<file path="src/rtl/lt24_region_scheduler_if.sv">
// Pixel-bus and rectangle-request bundle between the region scheduler,
// its two requesters and the LT24 display driver.
// Per-requester fields are packed {req1, req0}.
interface lt24_region_scheduler_if;
  logic [1:0]  reqValid;
  logic [15:0] reqX0;
  logic [15:0] reqX1;
  logic [17:0] reqY0;
  logic [17:0] reqY1;
  logic [31:0] srcData;
  logic [1:0]  reqAck;
  logic [1:0]  reqDone;
  logic [1:0]  reqError;
  logic        grant;
  logic        busy;
  logic [7:0]  scanX;
  logic [8:0]  scanY;
  logic [7:0]  xAddr;
  logic [8:0]  yAddr;
  logic [15:0] pixelData;
  logic        pixelWrite;
  logic        pixelReady;

  // Scheduler side: drives the pixel bus and the per-requester status pulses.
  modport master (
    input  reqValid, reqX0, reqX1, reqY0, reqY1, srcData, pixelReady,
    output reqAck, reqDone, reqError, grant, busy, scanX, scanY,
           xAddr, yAddr, pixelData, pixelWrite
  );

  // Requesters / display side.
  modport slave (
    output reqValid, reqX0, reqX1, reqY0, reqY1, srcData, pixelReady,
    input  reqAck, reqDone, reqError, grant, busy, scanX, scanY,
           xAddr, yAddr, pixelData, pixelWrite
  );
endinterface

</file>
<file path="src/rtl/lt24_region_scheduler.sv">
// Round-robin arbiter between two rectangle requesters for the LT24 pixel
// interface. The granted rectangle is raster-scanned one pixel per accepted
// pixelWrite/pixelReady handshake; malformed rectangles are rejected without
// writing any pixel.
module lt24_region_scheduler #(
  parameter int LCD_WIDTH  = 240,
  parameter int LCD_HEIGHT = 320
) (
  input logic                   clock,
  input logic                   reset,
  lt24_region_scheduler_if.master bus
);

  typedef enum logic [1:0] {IDLE, SCAN, DONE, REJECT} state_t;

  // Limits widened by one bit so x1=255 / y1=511 compare correctly.
  localparam logic [8:0] X_LIMIT = 9'(LCD_WIDTH);
  localparam logic [9:0] Y_LIMIT = 10'(LCD_HEIGHT);

  state_t     state_reg, state_next;
  logic       grant_reg;
  logic       last_grant_reg;
  logic       ack_reg;
  logic [7:0] x0_reg, x1_reg, scan_x_reg;
  logic [8:0] y0_reg, y1_reg, scan_y_reg;

  // Per-requester views of the packed request buses.
  logic [7:0]  req_x0 [2];
  logic [7:0]  req_x1 [2];
  logic [8:0]  req_y0 [2];
  logic [8:0]  req_y1 [2];
  logic [15:0] req_data [2];
  logic [1:0]  grant_onehot;

  genvar gi;
  generate
    for (gi = 0; gi < 2; gi++) begin : g_req
      assign req_x0[gi]   = bus.reqX0[gi*8 +: 8];
      assign req_x1[gi]   = bus.reqX1[gi*8 +: 8];
      assign req_y0[gi]   = bus.reqY0[gi*9 +: 9];
      assign req_y1[gi]   = bus.reqY1[gi*9 +: 9];
      assign req_data[gi] = bus.srcData[gi*16 +: 16];
      assign grant_onehot[gi] = (grant_reg == 1'(gi));
    end
  endgenerate

  // Arbitration: a lone request wins; on a tie the one not served last wins.
  logic       pick;
  logic [7:0] sel_x0, sel_x1;
  logic [8:0] sel_y0, sel_y1;
  logic       bad_rect;
  logic       last_x, last_y;

  assign pick   = (bus.reqValid == 2'b11) ? ~last_grant_reg : bus.reqValid[1];
  assign sel_x0 = req_x0[pick];
  assign sel_x1 = req_x1[pick];
  assign sel_y0 = req_y0[pick];
  assign sel_y1 = req_y1[pick];

  assign bad_rect = (sel_x0 > sel_x1) || (sel_y0 > sel_y1) ||
                    ({1'b0, sel_x1} >= X_LIMIT) || ({1'b0, sel_y1} >= Y_LIMIT);

  assign last_x = (scan_x_reg == x1_reg);
  assign last_y = (scan_y_reg == y1_reg);

  // State register; reset aborts any scan in progress without a done pulse.
  always_ff @(posedge clock) begin
    if (reset) begin
      state_reg <= IDLE;
    end else begin
      state_reg <= state_next;
    end
  end

  // Next-state and decoded outputs.
  always_comb begin
    state_next     = state_reg;
    bus.pixelWrite = 1'b0;
    bus.pixelData  = 16'h0000;
    bus.reqDone    = 2'b00;
    bus.reqError   = 2'b00;
    case (state_reg)
      IDLE: begin
        if (bus.reqValid != 2'b00) begin
          state_next = bad_rect ? REJECT : SCAN;
        end
      end
      SCAN: begin
        bus.pixelWrite = 1'b1;
        bus.pixelData  = req_data[grant_reg];
        if (bus.pixelReady && last_x && last_y) begin
          state_next = DONE;
        end
      end
      DONE: begin
        bus.reqDone = grant_onehot;
        state_next  = IDLE;
      end
      REJECT: begin
        bus.reqDone  = grant_onehot;
        bus.reqError = grant_onehot;
        state_next   = IDLE;
      end
      default: state_next = IDLE;
    endcase
  end

  // Grant bookkeeping, bound latching and raster-scan coordinate stepping.
  always_ff @(posedge clock) begin
    if (reset) begin
      grant_reg      <= 1'b0;
      last_grant_reg <= 1'b1;
      ack_reg        <= 1'b0;
      x0_reg         <= '0;
      x1_reg         <= '0;
      y0_reg         <= '0;
      y1_reg         <= '0;
      scan_x_reg     <= '0;
      scan_y_reg     <= '0;
    end else begin
      ack_reg <= 1'b0;
      if (state_reg == IDLE && bus.reqValid != 2'b00) begin
        grant_reg      <= pick;
        last_grant_reg <= pick;
        ack_reg        <= 1'b1;
        x0_reg         <= sel_x0;
        x1_reg         <= sel_x1;
        y0_reg         <= sel_y0;
        y1_reg         <= sel_y1;
        scan_x_reg     <= sel_x0;
        scan_y_reg     <= sel_y0;
      end else if (state_reg == SCAN && bus.pixelReady) begin
        if (!last_x) begin
          scan_x_reg <= scan_x_reg + 8'd1;
        end else if (!last_y) begin
          scan_x_reg <= x0_reg;
          scan_y_reg <= scan_y_reg + 9'd1;
        end
      end
    end
  end

  // Pass-through and status outputs.
  always_comb begin
    bus.reqAck = ack_reg ? grant_onehot : 2'b00;
    bus.grant  = grant_reg;
    bus.busy   = (state_reg != IDLE);
    bus.scanX  = scan_x_reg;
    bus.scanY  = scan_y_reg;
    bus.xAddr  = scan_x_reg;
    bus.yAddr  = scan_y_reg;
  end

endmodule
</file>
<file path="src/flat_wrapper.sv">
// flat-port wrapper written by rule: the top's interface ports become plain ports
module lt24_region_scheduler_flat 
#(
  parameter int LCD_WIDTH  = 240,
  parameter int LCD_HEIGHT = 320
)
  (clock, reset, bus_reqValid, bus_reqX0, bus_reqX1, bus_reqY0, bus_reqY1, bus_srcData, bus_pixelReady, bus_reqAck, bus_reqDone, bus_reqError, bus_grant, bus_busy, bus_scanX, bus_scanY, bus_xAddr, bus_yAddr, bus_pixelData, bus_pixelWrite);
  lt24_region_scheduler_if bus_i ();
  input logic clock;
  input logic reset;
  input wire logic [$bits(bus_i.reqValid)-1:0] bus_reqValid;
  input wire logic [$bits(bus_i.reqX0)-1:0] bus_reqX0;
  input wire logic [$bits(bus_i.reqX1)-1:0] bus_reqX1;
  input wire logic [$bits(bus_i.reqY0)-1:0] bus_reqY0;
  input wire logic [$bits(bus_i.reqY1)-1:0] bus_reqY1;
  input wire logic [$bits(bus_i.srcData)-1:0] bus_srcData;
  input wire logic [$bits(bus_i.pixelReady)-1:0] bus_pixelReady;
  output wire logic [$bits(bus_i.reqAck)-1:0] bus_reqAck;
  output wire logic [$bits(bus_i.reqDone)-1:0] bus_reqDone;
  output wire logic [$bits(bus_i.reqError)-1:0] bus_reqError;
  output wire logic [$bits(bus_i.grant)-1:0] bus_grant;
  output wire logic [$bits(bus_i.busy)-1:0] bus_busy;
  output wire logic [$bits(bus_i.scanX)-1:0] bus_scanX;
  output wire logic [$bits(bus_i.scanY)-1:0] bus_scanY;
  output wire logic [$bits(bus_i.xAddr)-1:0] bus_xAddr;
  output wire logic [$bits(bus_i.yAddr)-1:0] bus_yAddr;
  output wire logic [$bits(bus_i.pixelData)-1:0] bus_pixelData;
  output wire logic [$bits(bus_i.pixelWrite)-1:0] bus_pixelWrite;
  assign bus_i.reqValid = bus_reqValid;
  assign bus_i.reqX0 = bus_reqX0;
  assign bus_i.reqX1 = bus_reqX1;
  assign bus_i.reqY0 = bus_reqY0;
  assign bus_i.reqY1 = bus_reqY1;
  assign bus_i.srcData = bus_srcData;
  assign bus_i.pixelReady = bus_pixelReady;
  assign bus_reqAck = bus_i.reqAck;
  assign bus_reqDone = bus_i.reqDone;
  assign bus_reqError = bus_i.reqError;
  assign bus_grant = bus_i.grant;
  assign bus_busy = bus_i.busy;
  assign bus_scanX = bus_i.scanX;
  assign bus_scanY = bus_i.scanY;
  assign bus_xAddr = bus_i.xAddr;
  assign bus_yAddr = bus_i.yAddr;
  assign bus_pixelData = bus_i.pixelData;
  assign bus_pixelWrite = bus_i.pixelWrite;
  lt24_region_scheduler #(.LCD_WIDTH(LCD_WIDTH), .LCD_HEIGHT(LCD_HEIGHT)) u_core (.clock(clock), .reset(reset), .bus(bus_i));
endmodule
</file>
<file path="config.mk">
export PLATFORM = sky130hd
export DESIGN_NAME = lt24_region_scheduler_flat
export DESIGN_NICKNAME = d
export VERILOG_FILES = /design/src/rtl/lt24_region_scheduler_if.sv /design/src/rtl/lt24_region_scheduler.sv /design/src/flat_wrapper.sv
export SDC_FILE = /design/constraint.sdc
export NUM_CORES = 1
export LEC_CHECK = 0
export ABC_AREA = 1
export BUFFER_PORTS_ARGS = -buffer_cell sky130_fd_sc_hd__clkbuf_2
export CORE_MARGIN = 10
export CORE_UTILIZATION = 49
export CTS_CLUSTER_DIAMETER = 80
export DETAILED_ROUTE_END_ITERATION = 16
export PLACE_DENSITY_LB_ADDON = 0.25
export SLEW_MARGIN = 10
export SYNTH_ARGS = -nofsm -noshare
export SYNTH_HDL_FRONTEND = slang
export SYNTH_SLANG_ARGS = --single-unit
</file>
<file path="constraint.sdc">
create_clock -name clock -period 3.35 [get_ports clock]
set_clock_uncertainty 0.2 [all_clocks]
set_input_delay 0.335 -clock clock [delete_from_list [all_inputs] [get_ports clock]]
set_output_delay 0.335 -clock clock [all_outputs]
set_load 0.01 [all_outputs]
</file>
# Word-level counts from Yosys, hierarchy flattened
# Cells that the tools add are included.
[totals]
elab_cells = 81
input_bits = 105
ff_bits = 47
out_inout_bits = 59
[classes]
n_bitwise = 4
order_cmp = 6
n_eq_ne = 10
n_addsub = 2
muxes = 34
reduce_logical = 16
[op_table]
columns = ["cell", "count"]
rows = [
  ["two-way mux 9 bit", 10],
  ["two-way mux 8 bit", 10],
  ["two-way mux 16 bit", 4],
  ["two-way mux 2 bit", 6],
  ["adder 9 x 1 -> 9 bit, second input constant", 1],
  ["== test 9 bit", 1],
  [">= comparator 9 bit, second input constant", 1],
  ["greater-than comparator 9 bit", 1],
  ["adder 8 x 1 -> 8 bit, second input constant", 1],
  ["== test 8 bit", 1],
  [">= comparator 8 bit, second input constant", 1],
  ["greater-than comparator 8 bit", 1],
  ["nonzero test 2 bit", 4],
  ["== test 2 bit, second input constant", 3],
  ["case mux 2 bit (3 select lines)", 1],
  [">= comparator 2 bit, second input constant", 2],
  ["logical AND 1 bit", 4],
  ["!= test 2 x 1 -> 1 bit, second input constant", 2],
  ["NOT 1 -> 2 bit", 2],
  ["AND reduction 2 bit", 2],
  ["logical OR 1 bit", 3],
  ["two-way mux 1 bit", 3],
  ["!= test 3 bit, second input constant", 1],
  ["AND reduction 3 bit", 1],
  ["5 further kinds", 6],
]

# Longest topological paths before layout
[depth]
ltp_word = 13
depth_mapped = 17
mapped_depth_nobuf = 15

# Worst setup path after synthesis
# OpenSTA, ideal clock, no wires.
[synth_timing]
path_kind = "input to register"
start = "in bus_reqValid[0]"
end = "reg u_core.state_reg[1]"
stages = 15
path_slack_ps = 980
t_arrival_ps = 2059
n_path_buf = 3
setup_time_ps = 112
required_time_ps = 3038
path_cell_list = "nand2_1 -> nand2_1 -> buf_2 -> buf_2 -> buf_4 -> mux2i_1 -> ha_1 -> a21oi_1 -> o21ai_0 -> nand2_1 -> nand2_1 -> o21ai_0 -> nand2_1 -> nor2_1 -> nor2_1"
[synth_via]
elab_chain_cells = 13
word_cells_on_any_way = 28
cone_classes = "order compare (4); eq/ne (2); mux (16); bitwise (1); reduce/logical (5)"
[synth_lines]
columns = ["element", "line", "source"]
rows = [
  ["from (decl)", "flat_wrapper.sv:11", "input wire logic [$bits(bus_i.reqValid)-1:0] bus_reqValid;"],
  ["== test 2 bit", "lt24_region_scheduler.sv:54", "assign pick = (bus.reqValid == 2'b11) ? ~last_grant_reg : bus.reqValid[1];"],
  ["two-way mux 1 bit", "lt24_region_scheduler.sv:54", ""],
  ["NOT 1 -> 2 bit (implied by the code)", "-", ""],
  ["two-way mux 9 bit (implied by the code), or another cell as far along (3 in series)", "lt24_region_scheduler.sv:57", "assign sel_y0 = req_y0[pick];"],
  ["greater-than comparator 9 bit / greater-than comparator 8 bit (equally long branches)", "lt24_region_scheduler.sv:60", "assign bad_rect = (sel_x0 > sel_x1) || (sel_y0 > sel_y1) ||"],
  ["logical OR 1 bit (2 in series)", "lt24_region_scheduler.sv:60", ""],
  ["logical OR 1 bit", "lt24_region_scheduler.sv:61", "({1'b0, sel_x1} >= X_LIMIT) || ({1'b0, sel_y1} >= Y_LIMIT);"],
  ["two-way mux 2 bit", "lt24_region_scheduler.sv:85", "state_next = bad_rect ? REJECT : SCAN;"],
  ["two-way mux 2 bit", "lt24_region_scheduler.sv:84", "if (bus.reqValid != 2'b00) begin"],
  ["case mux 2 bit (3 select lines)", "lt24_region_scheduler.sv:82", "case (state_reg)"],
  ["to (signal assigned)", "lt24_region_scheduler.sv:71", "state_reg <= state_next;"],
  ["to (decl)", "lt24_region_scheduler.sv:20", "state_t state_reg, state_next;"],
]
# Parallel ways exist; a longest one is shown, timed or not. The select of a mux whose other input is x is not followed.
# A chain may end at the register's enable or synchronous reset.

# Worst setup path in the final report
[layout_timing]
start = "reg u_core.last_grant_reg"
end = "reg u_core.state_reg[1]"
[layout_via]
elab_chain_cells = 13
word_cells_on_any_way = 25
cone_classes = "order compare (4); mux (16); bitwise (2); reduce/logical (3)"
[layout_lines]
columns = ["element", "line", "source"]
rows = [
  ["from (decl)", "lt24_region_scheduler.sv:22", "logic last_grant_reg;"],
  ["from (signal assigned)", "lt24_region_scheduler.sv:124", "last_grant_reg <= pick;"],
  ["NOT 1 bit (*)", "lt24_region_scheduler.sv:54", ""],
  ["two-way mux 1 bit (*)", "lt24_region_scheduler.sv:54", ""],
  ["NOT 1 -> 2 bit (implied by the code) (*)", "-", ""],
  ["two-way mux 9 bit (implied by the code), or another cell as far along (3 in series)", "lt24_region_scheduler.sv:57", ""],
  ["greater-than comparator 9 bit / greater-than comparator 8 bit (equally long branches)", "lt24_region_scheduler.sv:60", ""],
  ["logical OR 1 bit (2 in series)", "lt24_region_scheduler.sv:60", ""],
  ["logical OR 1 bit (*)", "lt24_region_scheduler.sv:61", ""],
  ["two-way mux 2 bit (*)", "lt24_region_scheduler.sv:85", ""],
  ["two-way mux 2 bit (*)", "lt24_region_scheduler.sv:84", ""],
  ["case mux 2 bit (3 select lines) (*)", "lt24_region_scheduler.sv:82", ""],
]
# Mark *: on every way between the ends. The rest lies on a longest branch, timed or not. The select of a mux whose other input is x is not followed.

==> impl_metrics.toml <==
[timing]
fin_crit_sh = 0.782
setup_slack_ns = 0.731
tns_ns = 0
worst_pin_slew_ns = 0.700
final-setup-viol-count = 0
fmax_ghz = 0.382
slew_violations = 0
rsz0062_at_grt = "no"
period_needed_ns = 2.62
hold_viol_final = 0
slew_headroom = 0.532

[yosys]
synth.distinct_cells = 32
synth_compound_area_frac = 0.121
synth_top_family_by_area = "simple AND/OR/NAND/NOR gates"
yosys.area_share.adder = 0.0608
ys.warnings.count = 0
syn_inst = 645
synth-simple-area-share = 0.382
synth_fp_nets = 769
synth.cell_area_um2 = 3910
synth_edf_count = 0
syn_avg_cell_area_um2 = 6.06
ys_seq_area_frac = 0.241
synth-xor-area-share = 0.0425
muxShareOfSynthArea = 0.0256
synth_seq_cells = 47
async_flop_share = 0
dominantRegCellSynth = "dfxtp_1"

[grt]
grt-ovfl-total = 0
gr-max-usage-layer = "met2"
grt_pass1_wl_um = 20400
grt_max_degree = 51
antenna_found_initial = 0
use_met2 = 0.323
gr-usage-all-layers = 0.204
grt_pass1_vias = 4336
met3_usage = 0.0509
grtUsageMet1 = 0.268

[critical_path]
crit_required_ns = 3.34
worstPathArrival_ns = 2.60
worst-r2r-cell-count = 14
cp-start-kind = "register"
crit_fanout = 23
critPathKind = "reg -> reg"
worstSetupEndpointType = "register"

[final_layout]
fin_nets = 900
num_antenna_cells = 0
final.fill_count = 765
finish.utilization = 0.609
drive_above_1_share = 0.260
area_delta_synth_final_pct = 20.4

[power]
p_per_area_nw_per_um2 = 556
power_leakage_nw = 2.68
internal_power_mw = 1.37
p_sw_mw = 1.25
power.share.sequential = 0.326
power.share.clock = 0.132
pwr-share-comb = 0.542
p_sw_frac = 0.478
ir_drop_mv = 0.261

[floorplanning]
die_area_um2 = 12000
die_x_um = 109
die_h_um = 109
core_area_um2 = 7730
start_util = 0.506
ios = 164
rows = 32

[placed_design]
dp_worst_setup_slack_ns = 0.651
gp_congestion = 0.945
io_buffer_count = 163
hpwl_um = 10400

[clock_tree]
cts_buffers = 5
cts_tree = "yes"
cts_resized = 0
clock_latency_ns = 0.30
root_buffer = "clkbuf_8"
clk_pin_slew_ns = 0.10
htreeDepth = 2
cts_buffer_depth = 2
postCtsHoldBufs = 0
clock_sinks = 47
post_cts_buffers = 0

[routing]
drt-total-wl_um = 12700
wl_per_cell_um = 14.4
drc_errors = 0
firstDrtPassIters = 4
vias = 4483
ant_nets = 0
initialDrtViolationCount = 287
vias_per_cell = 5.10

[status]
status = "completed"

[flow_run]
drv_cap = 0

[hold_path]
holdPathStages = 3
hold_class = "in -> reg"
cell families (layout without fill, tap and decap cells):
group / count (synthesis) / in the layout
buffers and inverters: 107 / 239
AOI/OAI and AO/OA: 89 / 89
muxes: 10 / 10
and+or+nand+nor: 354 / 354
DFF: 47 / 47
adders and majority gates: 19 / 19
xor gates and xnor gates: 19 / 19
cells in the final DEF, fill, tap and decap left out, types with 4 or more instances in the layout:
cell	netlist	final
nor2_2	4	4
clkbuf_2	1	163
nand2_2	9	9
o21a_1	4	4
nor2_1	53	53
a21oi_1	53	53
xor2_1	9	9
inv_1	56	56
mux2i_1	10	10
nand2_1	232	232
o21ai_0	27	27
inv_2	7	7
buf_4	18	4
nand4_1	21	21
clkbuf_8	0	5
nand3_1	25	25
xnor2_1	10	10
ha_1	19	19
dfxtp_1	47	47
synth_stat cells (4+ instances only):
| cell type | count | area (um2) |
|---|---|---|
| nand2_2 | 9 | 56.3 |
| nor2_1 | 53 | 199 |
| xnor2_1 | 10 | 87.6 |
| mux2i_1 | 10 | 100 |
| inv_2 | 7 | 26.3 |
| nand3_1 | 25 | 125 |
| buf_4 | 18 | 135 |
| nand4_1 | 21 | 131 |
| o21ai_0 | 27 | 135 |
| buf_2 | 12 | 60.1 |
| inv_1 | 56 | 210 |
| ha_1 | 19 | 238 |
| nor2_2 | 4 | 25.0 |
| clkbuf_1 | 9 | 33.8 |
| a21oi_1 | 53 | 265 |
| nand2_1 | 232 | 871 |
| dfxtp_1 | 47 | 941 |
| xor2_1 | 9 | 78.8 |
| o21a_1 | 4 | 30.0 |
per-stage QoR:
step | area, um2 | hold WS [ns] | total power, mW | std cells
after global placement | 4620 | 0.254 | 2.24 | 871
after CTS | 4710 | 0.117 | 2.62 | 879
final | 4710 | 0.115 | 2.62 | 879
after floorplan | 3910 | 0.204 | 1.92 | 645
after global routing | 4710 | 0.128 | 2.85 | 879
after detailed placement | 4620 | 0.263 | 2.28 | 871
worst max-delay path, cell delays in order, from the launching register on:
cell and delay [ns]:
dfxtp_1 0.34, nand2_1 0.06, nand2_1 0.09, inv_1 0.51, nand2_1 0.10, nand2_1 0.10
inv_1 0.06, ha_1 0.33, a21oi_1 0.15, o21a_1 0.14, nand2_1 0.04, o21ai_0 0.17
nand2_1 0.07, nor2_1 0.09, nor2_1 0.04
worst paths after layout:
check | startpoint | end | slack [ns]
setup reg to reg | u_core.last_grant_reg | u_core.state_reg[1] | 0.73
hold / removal | bus_reqY1[9] | u_core.y1_reg[0] | 0.11
hold reg to reg | u_core.x0_reg[3] | u_core.x0_reg[3] | 0.28
setup / recovery | u_core.last_grant_reg | u_core.state_reg[1] | 0.73
power groups by stage:
stage | Combinational [mW] | Sequential, mW | Clock (mW)
after global routing | 1.61 | 0.879 | 0.363
after floorplan | 1.08 | 0.839 | 0
final | 1.42 | 0.853 | 0.346
after global placement | 1.38 | 0.856 | 0
after detailed placement | 1.42 | 0.865 | 0
after CTS | 1.42 | 0.852 | 0.344
final cells by class:
type	count	area, um2	area share
Sequential cell	47	941	0.200
Clock buffer	6	72.6	0.0154
Timing Repair Buffer	167	846	0.180
Tap cell	102	128	0.0271
Clock inverter	2	12.5	0.00266
Inverter	64	240	0.0510
Multi-Input combinational cell	491	2470	0.524
routing by layer:
layer  vias to the layer above  wire, um  share of wire
met5                         -         0              0
met4                         0       233          0.018
met3                        20      1330           0.11
met2                       202      5350           0.42
met1                      1966      5760           0.45
li1                       2295         -              -
No activity file was read; power rests on OpenSTA's default activity.
